File: config.mk
export PLATFORM = sky130hd
export DESIGN_NAME = shipgunner_grid_flat
export DESIGN_NICKNAME = d
export VERILOG_FILES = /design/src/rtl/shipgunner_grid_pkg.sv /design/src/rtl/shipgunner_grid_if.sv /design/src/rtl/shipgunner_grid_button_edge_sync.sv /design/src/rtl/shipgunner_grid.sv /design/src/flat_wrapper.sv
export SDC_FILE = /design/constraint.sdc
export NUM_CORES = 1
export LEC_CHECK = 0
export CAP_MARGIN = 20
export CORE_ASPECT_RATIO = 1.25
export CORE_UTILIZATION = 35
export DETAILED_ROUTE_END_ITERATION = 8
export SLEW_MARGIN = 20
export SYNTH_ARGS = -nofsm -noshare
export SYNTH_HDL_FRONTEND = slang
export SYNTH_HIERARCHICAL = 1
export SYNTH_SLANG_ARGS = --single-unit
File: constraint.sdc
create_clock -name CLK -period 4.9 [get_ports CLK]
set_input_delay 0.98 -clock CLK [delete_from_list [all_inputs] [get_ports CLK]]
set_output_delay 0.98 -clock CLK [all_outputs]
set_load 0.005 [all_outputs]
File: src/rtl/shipgunner_grid_pkg.sv
// Shared state encoding and elaboration-time width helpers for the battleship grid.
package shipgunner_grid_pkg;

   typedef enum logic [1:0] {
      ST_IDLE  = 2'd0,
      ST_ARMED = 2'd1,
      ST_OVER  = 2'd2
   } state_e;

   localparam int MAX_CELLS = 64;

   function automatic int clog2(input int v);
      int r;
      r = 0;
      while ((1 << r) < v) r++;
      return r;
   endfunction

   function automatic int popcount(input logic [MAX_CELLS-1:0] v);
      int n;
      n = 0;
      for (int i = 0; i < MAX_CELLS; i++) n += int'(v[i]);
      return n;
   endfunction

endpackage

File: src/rtl/shipgunner_grid_if.sv
// Board-side bundle: switches/buttons in, LED and display data out.
interface shipgunner_grid_if
   import shipgunner_grid_pkg::*;
#(
   parameter int ROWS = 3,
   parameter int COLS = 3
);
   localparam int CELLS = ROWS * COLS;
   localparam int RW    = clog2(ROWS);
   localparam int CW    = clog2(COLS);
   localparam int NW    = clog2(CELLS + 1);

   logic             CH0;
   logic             NBT0;
   logic [RW-1:0]    ROWSEL;
   logic [CW-1:0]    COLSEL;
   logic [CELLS-1:0] SHIPMAP;
   logic             OUT;
   logic             GLED;
   logic             RLED;
   logic             YLED;
   logic [CELLS-1:0] SHOTMAP;
   logic [NW-1:0]    HITS;
   logic [NW-1:0]    SHOTS_LEFT;
   logic             WIN;
   logic             LOSE;
   logic [1:0]       STATE;

   modport master (
      output CH0, NBT0, ROWSEL, COLSEL, SHIPMAP,
      input  OUT, GLED, RLED, YLED, SHOTMAP, HITS, SHOTS_LEFT, WIN, LOSE, STATE
   );

   modport slave (
      input  CH0, NBT0, ROWSEL, COLSEL, SHIPMAP,
      output OUT, GLED, RLED, YLED, SHOTMAP, HITS, SHOTS_LEFT, WIN, LOSE, STATE
   );

endinterface

File: src/rtl/shipgunner_grid_button_edge_sync.sv
// Synchroniser for an active-low asynchronous button plus falling-edge strobe.
module button_edge_sync #(
   parameter int SYNC_STAGES = 2
) (
   input  logic clk,
   input  logic rst_n,
   input  logic btn_n,
   output logic fire_evt
);
   logic [SYNC_STAGES-1:0] sync_pipe;
   logic                   prev;

   always_ff @(posedge clk) begin
      if (!rst_n) begin
         sync_pipe <= '0;
         prev      <= 1'b0;
      end else begin
         sync_pipe <= {sync_pipe[SYNC_STAGES-2:0], btn_n};
         prev      <= sync_pipe[SYNC_STAGES-1];
      end
   end

   // Reset leaves prev=0, so a button already held at reset release never fires.
   assign fire_evt = prev & ~sync_pipe[SYNC_STAGES-1];

endmodule

File: src/rtl/shipgunner_grid.sv
// Full-board battleship gunner: resolves shots against a captured ship map,
// tracks ammo/hits and declares win or lose.
module shipgunner_grid
   import shipgunner_grid_pkg::*;
#(
   parameter int ROWS = 3,
   parameter int COLS = 3,
   parameter int AMMO = 5
) (
   input  logic             CLK,
   input  logic             NRST,
   shipgunner_grid_if.slave bus
);
   localparam int CELLS = ROWS * COLS;
   localparam int NW    = clog2(CELLS + 1);

   logic             fire_evt;
   state_e           state;
   logic [CELLS-1:0] ship_q;
   logic [CELLS-1:0] shot_q;
   logic [NW-1:0]    target;
   logic [NW-1:0]    hits;
   logic [NW-1:0]    left;
   logic             out_q, gled, rled, yled, win, lose;

   logic             in_range, cell_ship, cell_shot;
   logic [CELLS-1:0] cell_mask;

   button_edge_sync #(.SYNC_STAGES(2)) u_fire (
      .clk      (CLK),
      .rst_n    (NRST),
      .btn_n    (bus.NBT0),
      .fire_evt (fire_evt)
   );

   // One-hot cell select; stays empty for out-of-board coordinates.
   always_comb begin
      in_range  = (int'(bus.ROWSEL) < ROWS) && (int'(bus.COLSEL) < COLS);
      cell_mask = '0;
      if (in_range)
         cell_mask = CELLS'(1) << (int'(bus.ROWSEL) * COLS + int'(bus.COLSEL));
      cell_ship = |(cell_mask & ship_q);
      cell_shot = |(cell_mask & shot_q);
   end

   always_ff @(posedge CLK) begin
      if (!NRST || !bus.CH0) begin
         state  <= ST_IDLE;
         ship_q <= '0;
         shot_q <= '0;
         target <= '0;
         hits   <= '0;
         left   <= '0;
         out_q  <= 1'b0;
         gled   <= 1'b0;
         rled   <= 1'b0;
         yled   <= 1'b0;
         win    <= 1'b0;
         lose   <= 1'b0;
      end else begin
         out_q <= 1'b0;
         case (state)
            ST_IDLE: begin
               state  <= ST_ARMED;
               ship_q <= bus.SHIPMAP;
               target <= NW'(popcount(MAX_CELLS'(bus.SHIPMAP)));
               left   <= NW'(AMMO);
            end
            ST_ARMED: begin
               // End-of-game check takes precedence, so a shot never lands with zero ammo.
               if (hits == target) begin
                  win   <= 1'b1;
                  state <= ST_OVER;
               end else if (left == '0) begin
                  lose  <= 1'b1;
                  state <= ST_OVER;
               end else if (fire_evt) begin
                  if (!in_range || cell_shot) begin
                     yled <= 1'b1;
                  end else begin
                     shot_q <= shot_q | cell_mask;
                     left   <= left - NW'(1);
                     yled   <= 1'b0;
                     if (cell_ship) begin
                        hits  <= hits + NW'(1);
                        gled  <= 1'b1;
                        rled  <= 1'b0;
                        out_q <= 1'b1;
                     end else begin
                        gled <= 1'b0;
                        rled <= 1'b1;
                     end
                  end
               end
            end
            ST_OVER: ;
            default: state <= ST_IDLE;
         endcase
      end
   end

   assign bus.OUT        = out_q;
   assign bus.GLED       = gled;
   assign bus.RLED       = rled;
   assign bus.YLED       = yled;
   assign bus.SHOTMAP    = shot_q;
   assign bus.HITS       = hits;
   assign bus.SHOTS_LEFT = left;
   assign bus.WIN        = win;
   assign bus.LOSE       = lose;
   assign bus.STATE      = state;

endmodule

File: src/flat_wrapper.sv
// flat-port wrapper written by rule: the top's interface ports become plain ports
module shipgunner_grid_flat import shipgunner_grid_pkg::*;
#(
   parameter int ROWS = 3,
   parameter int COLS = 3,
   parameter int AMMO = 5
)
  (CLK, NRST, bus_CH0, bus_NBT0, bus_ROWSEL, bus_COLSEL, bus_SHIPMAP, bus_OUT, bus_GLED, bus_RLED, bus_YLED, bus_SHOTMAP, bus_HITS, bus_SHOTS_LEFT, bus_WIN, bus_LOSE, bus_STATE);
  shipgunner_grid_if #(.ROWS(ROWS), .COLS(COLS)) bus_i ();
  input  logic CLK;
  input  logic NRST;
  input wire logic [$bits(bus_i.CH0)-1:0] bus_CH0;
  input wire logic [$bits(bus_i.NBT0)-1:0] bus_NBT0;
  input wire logic [$bits(bus_i.ROWSEL)-1:0] bus_ROWSEL;
  input wire logic [$bits(bus_i.COLSEL)-1:0] bus_COLSEL;
  input wire logic [$bits(bus_i.SHIPMAP)-1:0] bus_SHIPMAP;
  output wire logic [$bits(bus_i.OUT)-1:0] bus_OUT;
  output wire logic [$bits(bus_i.GLED)-1:0] bus_GLED;
  output wire logic [$bits(bus_i.RLED)-1:0] bus_RLED;
  output wire logic [$bits(bus_i.YLED)-1:0] bus_YLED;
  output wire logic [$bits(bus_i.SHOTMAP)-1:0] bus_SHOTMAP;
  output wire logic [$bits(bus_i.HITS)-1:0] bus_HITS;
  output wire logic [$bits(bus_i.SHOTS_LEFT)-1:0] bus_SHOTS_LEFT;
  output wire logic [$bits(bus_i.WIN)-1:0] bus_WIN;
  output wire logic [$bits(bus_i.LOSE)-1:0] bus_LOSE;
  output wire logic [$bits(bus_i.STATE)-1:0] bus_STATE;
  assign bus_i.CH0 = bus_CH0;
  assign bus_i.NBT0 = bus_NBT0;
  assign bus_i.ROWSEL = bus_ROWSEL;
  assign bus_i.COLSEL = bus_COLSEL;
  assign bus_i.SHIPMAP = bus_SHIPMAP;
  assign bus_OUT = bus_i.OUT;
  assign bus_GLED = bus_i.GLED;
  assign bus_RLED = bus_i.RLED;
  assign bus_YLED = bus_i.YLED;
  assign bus_SHOTMAP = bus_i.SHOTMAP;
  assign bus_HITS = bus_i.HITS;
  assign bus_SHOTS_LEFT = bus_i.SHOTS_LEFT;
  assign bus_WIN = bus_i.WIN;
  assign bus_LOSE = bus_i.LOSE;
  assign bus_STATE = bus_i.STATE;
  shipgunner_grid #(.ROWS(ROWS), .COLS(COLS), .AMMO(AMMO)) u_core (.CLK(CLK), .NRST(NRST), .bus(bus_i));
endmodule
==> run_results.csv <==
group,metric,value,unit
hold_path,hold_class,"register to register",
placed_design,hpwlAfterDp,3.684,mm
placed_design,portBuffers,41,
clock_tree,clockBufferDepth,2,
clock_tree,postCtsSetupBuffers,0,
floorplanning,die_w,72.83,um
sta,min_period,4.268,ns
grt,grt_pass1_vias,1827,
synth,avgSynthCellArea,8.743,um2
drt,ant_nets,0,
setup_path,slowest_stage,"fa_1",
grt,grt_remaining_overflow,0,
floorplanning,fp.coreArea,0.005934,mm2
drt,vias,1842,
power,vdd_drop_max,0.1464,mV
clock_tree,ctsResizeCount,0,
clock_tree,cts-hold-fix-buffers,0,
floorplanning,initial_core_util,36.98,%
sta,finalHoldViolations,0,
final_layout,nets,323,
sta,tightest_slew,0.9340,ns
sta,max_freq,234.3,MHz
sta,holdWs,0.4311,ns
clock_tree,clock-sinks,41,
hold_path,worstHoldPathCells,1,
synth,syn_area,0.002195,mm2
sta,fin_skew,0.007726,ns
flow_run,maxCapViolCount,0,
drt,drc,0,
hold_path,holdCritStartpoint,"u_core/u_fire/sync_pipe[0]",
sta,rsz0062_at_grt,"false",
sta,slew_violations,0,
synth,synth_nets,282,
final_layout,diodes,0,
clock_tree,htreeDepth,2,
synth,ys_ff_latch,41,
synth,synthArstFlopShare,0,%
sta,finalSetupTns,0,ns
setup_path,worstPathRequired,5.12,ns
final_layout,area.growth.synth_to_final,26.28,%
setup_path,path_cells,"clkdlybuf4s50_1 > inv_1 > fa_1 > inv_1 > ha_1 > fa_1 > a211o_1 > nor4_1 > nor4_2 > or4_1 > a21oi_1",
drt,via_per_inst,4.912,
setup_path,cp.arrival,4.49,ns
grt,grt_pass1_wl,8.438,mm
outcome,status,"finished, final reports clean",
clock_tree,cts_tree,"done",
synth,ys_seq_area_share,37.40,%
drt,routed_wl,4.917,mm
setup_path,cp_max_fo,7,
setup_path,end_kind,"register",
sta,setup_viol,0,
power,p_leak,1.083,nW
floorplanning,die_h,90.53,um
setup_path,cp_slowest_stage_delay,0.64,ns
clock_tree,clk_transition_reported_paths,0.07,ns
synth,netlist_instances,251,
drt,drt_iter0_markers,108,
power,power_density,273.1,mW/mm2
drt,drt_pass1_iterations,4,
synth,synth-edff-count,0,
grt,grt_max_degree,36,
floorplanning,rows,31,
setup_path,timing.rr.start,"u_core/bus.SHOTS_LEFT[0]",
clock_tree,cts-root-buf,"clkbuf_8",
setup_path,startpoint,"bus_ROWSEL[1]",
final_layout,layout_common_cells,"41 x clkdlybuf4s50_1, 41 x dfxtp_1, 35 x nand2_1",
synth,ys.warnings.count,6,
setup_path,r2r_cells,8,
drt,wl_per_cell,13.11,um
setup_path,path_class,"primary input to register",
clock_tree,insertion_delay,0.29,ns
placed_design,gp_congestion,0.7732,
sta,relSlewSlack,37.50,%
floorplanning,dieArea,0.006593,mm2
final_layout,fillCellCount,616,
final_layout,drive_gt1_share,9.215,%
floorplanning,io_pins,42,
clock_tree,numCtsBuffers,5,
grt,grt.total_usage,16.40,%
synth,synth_flop_cell,"dfxtp_1",
setup_path,start_kind,"primary input",
grt,antenna_found_initial,0,
synth,yosysUniqueCellTypes,53,
sta,fin_crit_sh,87.09,%
## cell usage after synthesis, types with 2 or more instances
cell / count / area, um2
or4_1: 2 / 15.01
a211oi_1: 4 / 30.03
o211a_1: 2 / 20.02
nor3_1: 2 / 10.01
xnor2_1: 5 / 43.79
a32oi_1: 2 / 17.52
mux2_2: 2 / 22.52
nand3_1: 4 / 20.02
nor2_1: 27 / 101.4
nand2_1: 35 / 131.4
a21oi_1: 24 / 120.1
o21ai_0: 5 / 25.02
nor4_1: 2 / 12.51
a41oi_1: 5 / 43.79
nand4_1: 2 / 12.51
fa_1: 7 / 140.1
and2_1: 4 / 25.02
clkbuf_1: 6 / 22.52
inv_1: 23 / 86.33
ha_1: 7 / 87.58
mux2i_1: 4 / 40.04
a211o_1: 2 / 17.52
a31oi_1: 5 / 31.28
dfxtp_1: 41 / 820.8
## logic make-up after synthesis
| logic type | after synthesis | synth area share, % |
|---|---|---|
| buffers and inverters | 33 | 6.670 |
| AOI/OAI and AO/OA | 59 | 18.42 |
| xor gates and xnor gates | 7 | 3.478 |
| and+or+nand+nor | 90 | 20.13 |
| muxes | 7 | 3.535 |
| adders and majority gates | 14 | 10.38 |
| DFF | 41 | 37.40 |
## area by class of cell
class	count	area (um2)	area share, %
multi-input cells	177	1227	44.29
flip-flops and latches	41	820.8	29.62
repair buffers	44	432.9	15.62
well taps	82	102.6	3.702
clock buffers	7	96.34	3.476
inverters	23	86.33	3.115
clock inverters	1	5.005	0.1806
## power by group
part | internal, mW | total, mW | leakage [nW] | switching, mW
sequential | 0.344 | 0.352 | 0.333 | 0.00852
clock | 0.127 | 0.239 | 0.0542 | 0.112
combinational | 0.0707 | 0.165 | 0.695 | 0.0944
total | 0.542 | 0.757 | 1.08 | 0.215
## registers in the layout, summed over array words and instances, names as in the netlist
signal,flops
u_core/u_fire/sync_pipe,2
u_core/bus.RLED,1
u_core/bus.SHOTS_LEFT,4
u_core/bus.STATE,2
u_core/bus.GLED,1
u_core/bus.LOSE,1
u_core/u_fire/prev,1
u_core/bus.YLED,1
u_core/bus.HITS,4
u_core/bus.WIN,1
u_core/ship_q,9
u_core/bus.OUT,1
u_core/target,4
u_core/bus.SHOTMAP,9
## critical path, delay by kind of cell
kind / cells / cell delay, ns
adders and majority gates: 3 / 1.28
buffers and inverters: 3 / 0.69
and+or+nand+nor: 3 / 1.08
AOI/OAI and AO/OA: 2 / 0.45
## stage by stage
stage | util (%) | worst slack [ns] | instance area (um2) | instances | power, mW
final | 46.70 | 0.6325 | 2771 | 375 | 0.7568
after global placement | 44.99 | 0.3815 | 2670 | 367 | 0.5235
after CTS | 46.70 | 0.6482 | 2771 | 375 | 0.7727
after detailed placement | 44.99 | 0.3446 | 2670 | 367 | 0.5264
after floorplan | - | 1.130 | 2195 | 251 | 0.4761
after global routing | 46.70 | 0.4084 | 2771 | 375 | 0.8051
## metal layers
| metal | up-vias | routed length [um] | GRT usage [%] |
|---|---|---|---|
| li1 | 948 | - | - |
| met1 | 856 | 2261 | 20.65 |
| met2 | 33 | 2433 | 27.57 |
| met3 | 5 | 160 | 3.571 |
| met4 | 0 | 61 | 4.902 |
| met5 | - | 0 | 0 |
## worst paths after layout
check	to	slack [ns]
max	u_core/bus.HITS[3]	0.63
min reg2reg	u_core/u_fire/sync_pipe[1]	0.43
min	u_core/u_fire/sync_pipe[1]	0.43
max reg2reg	u_core/bus.HITS[3]	2.64
No activity file was read; power rests on OpenSTA's default activity.
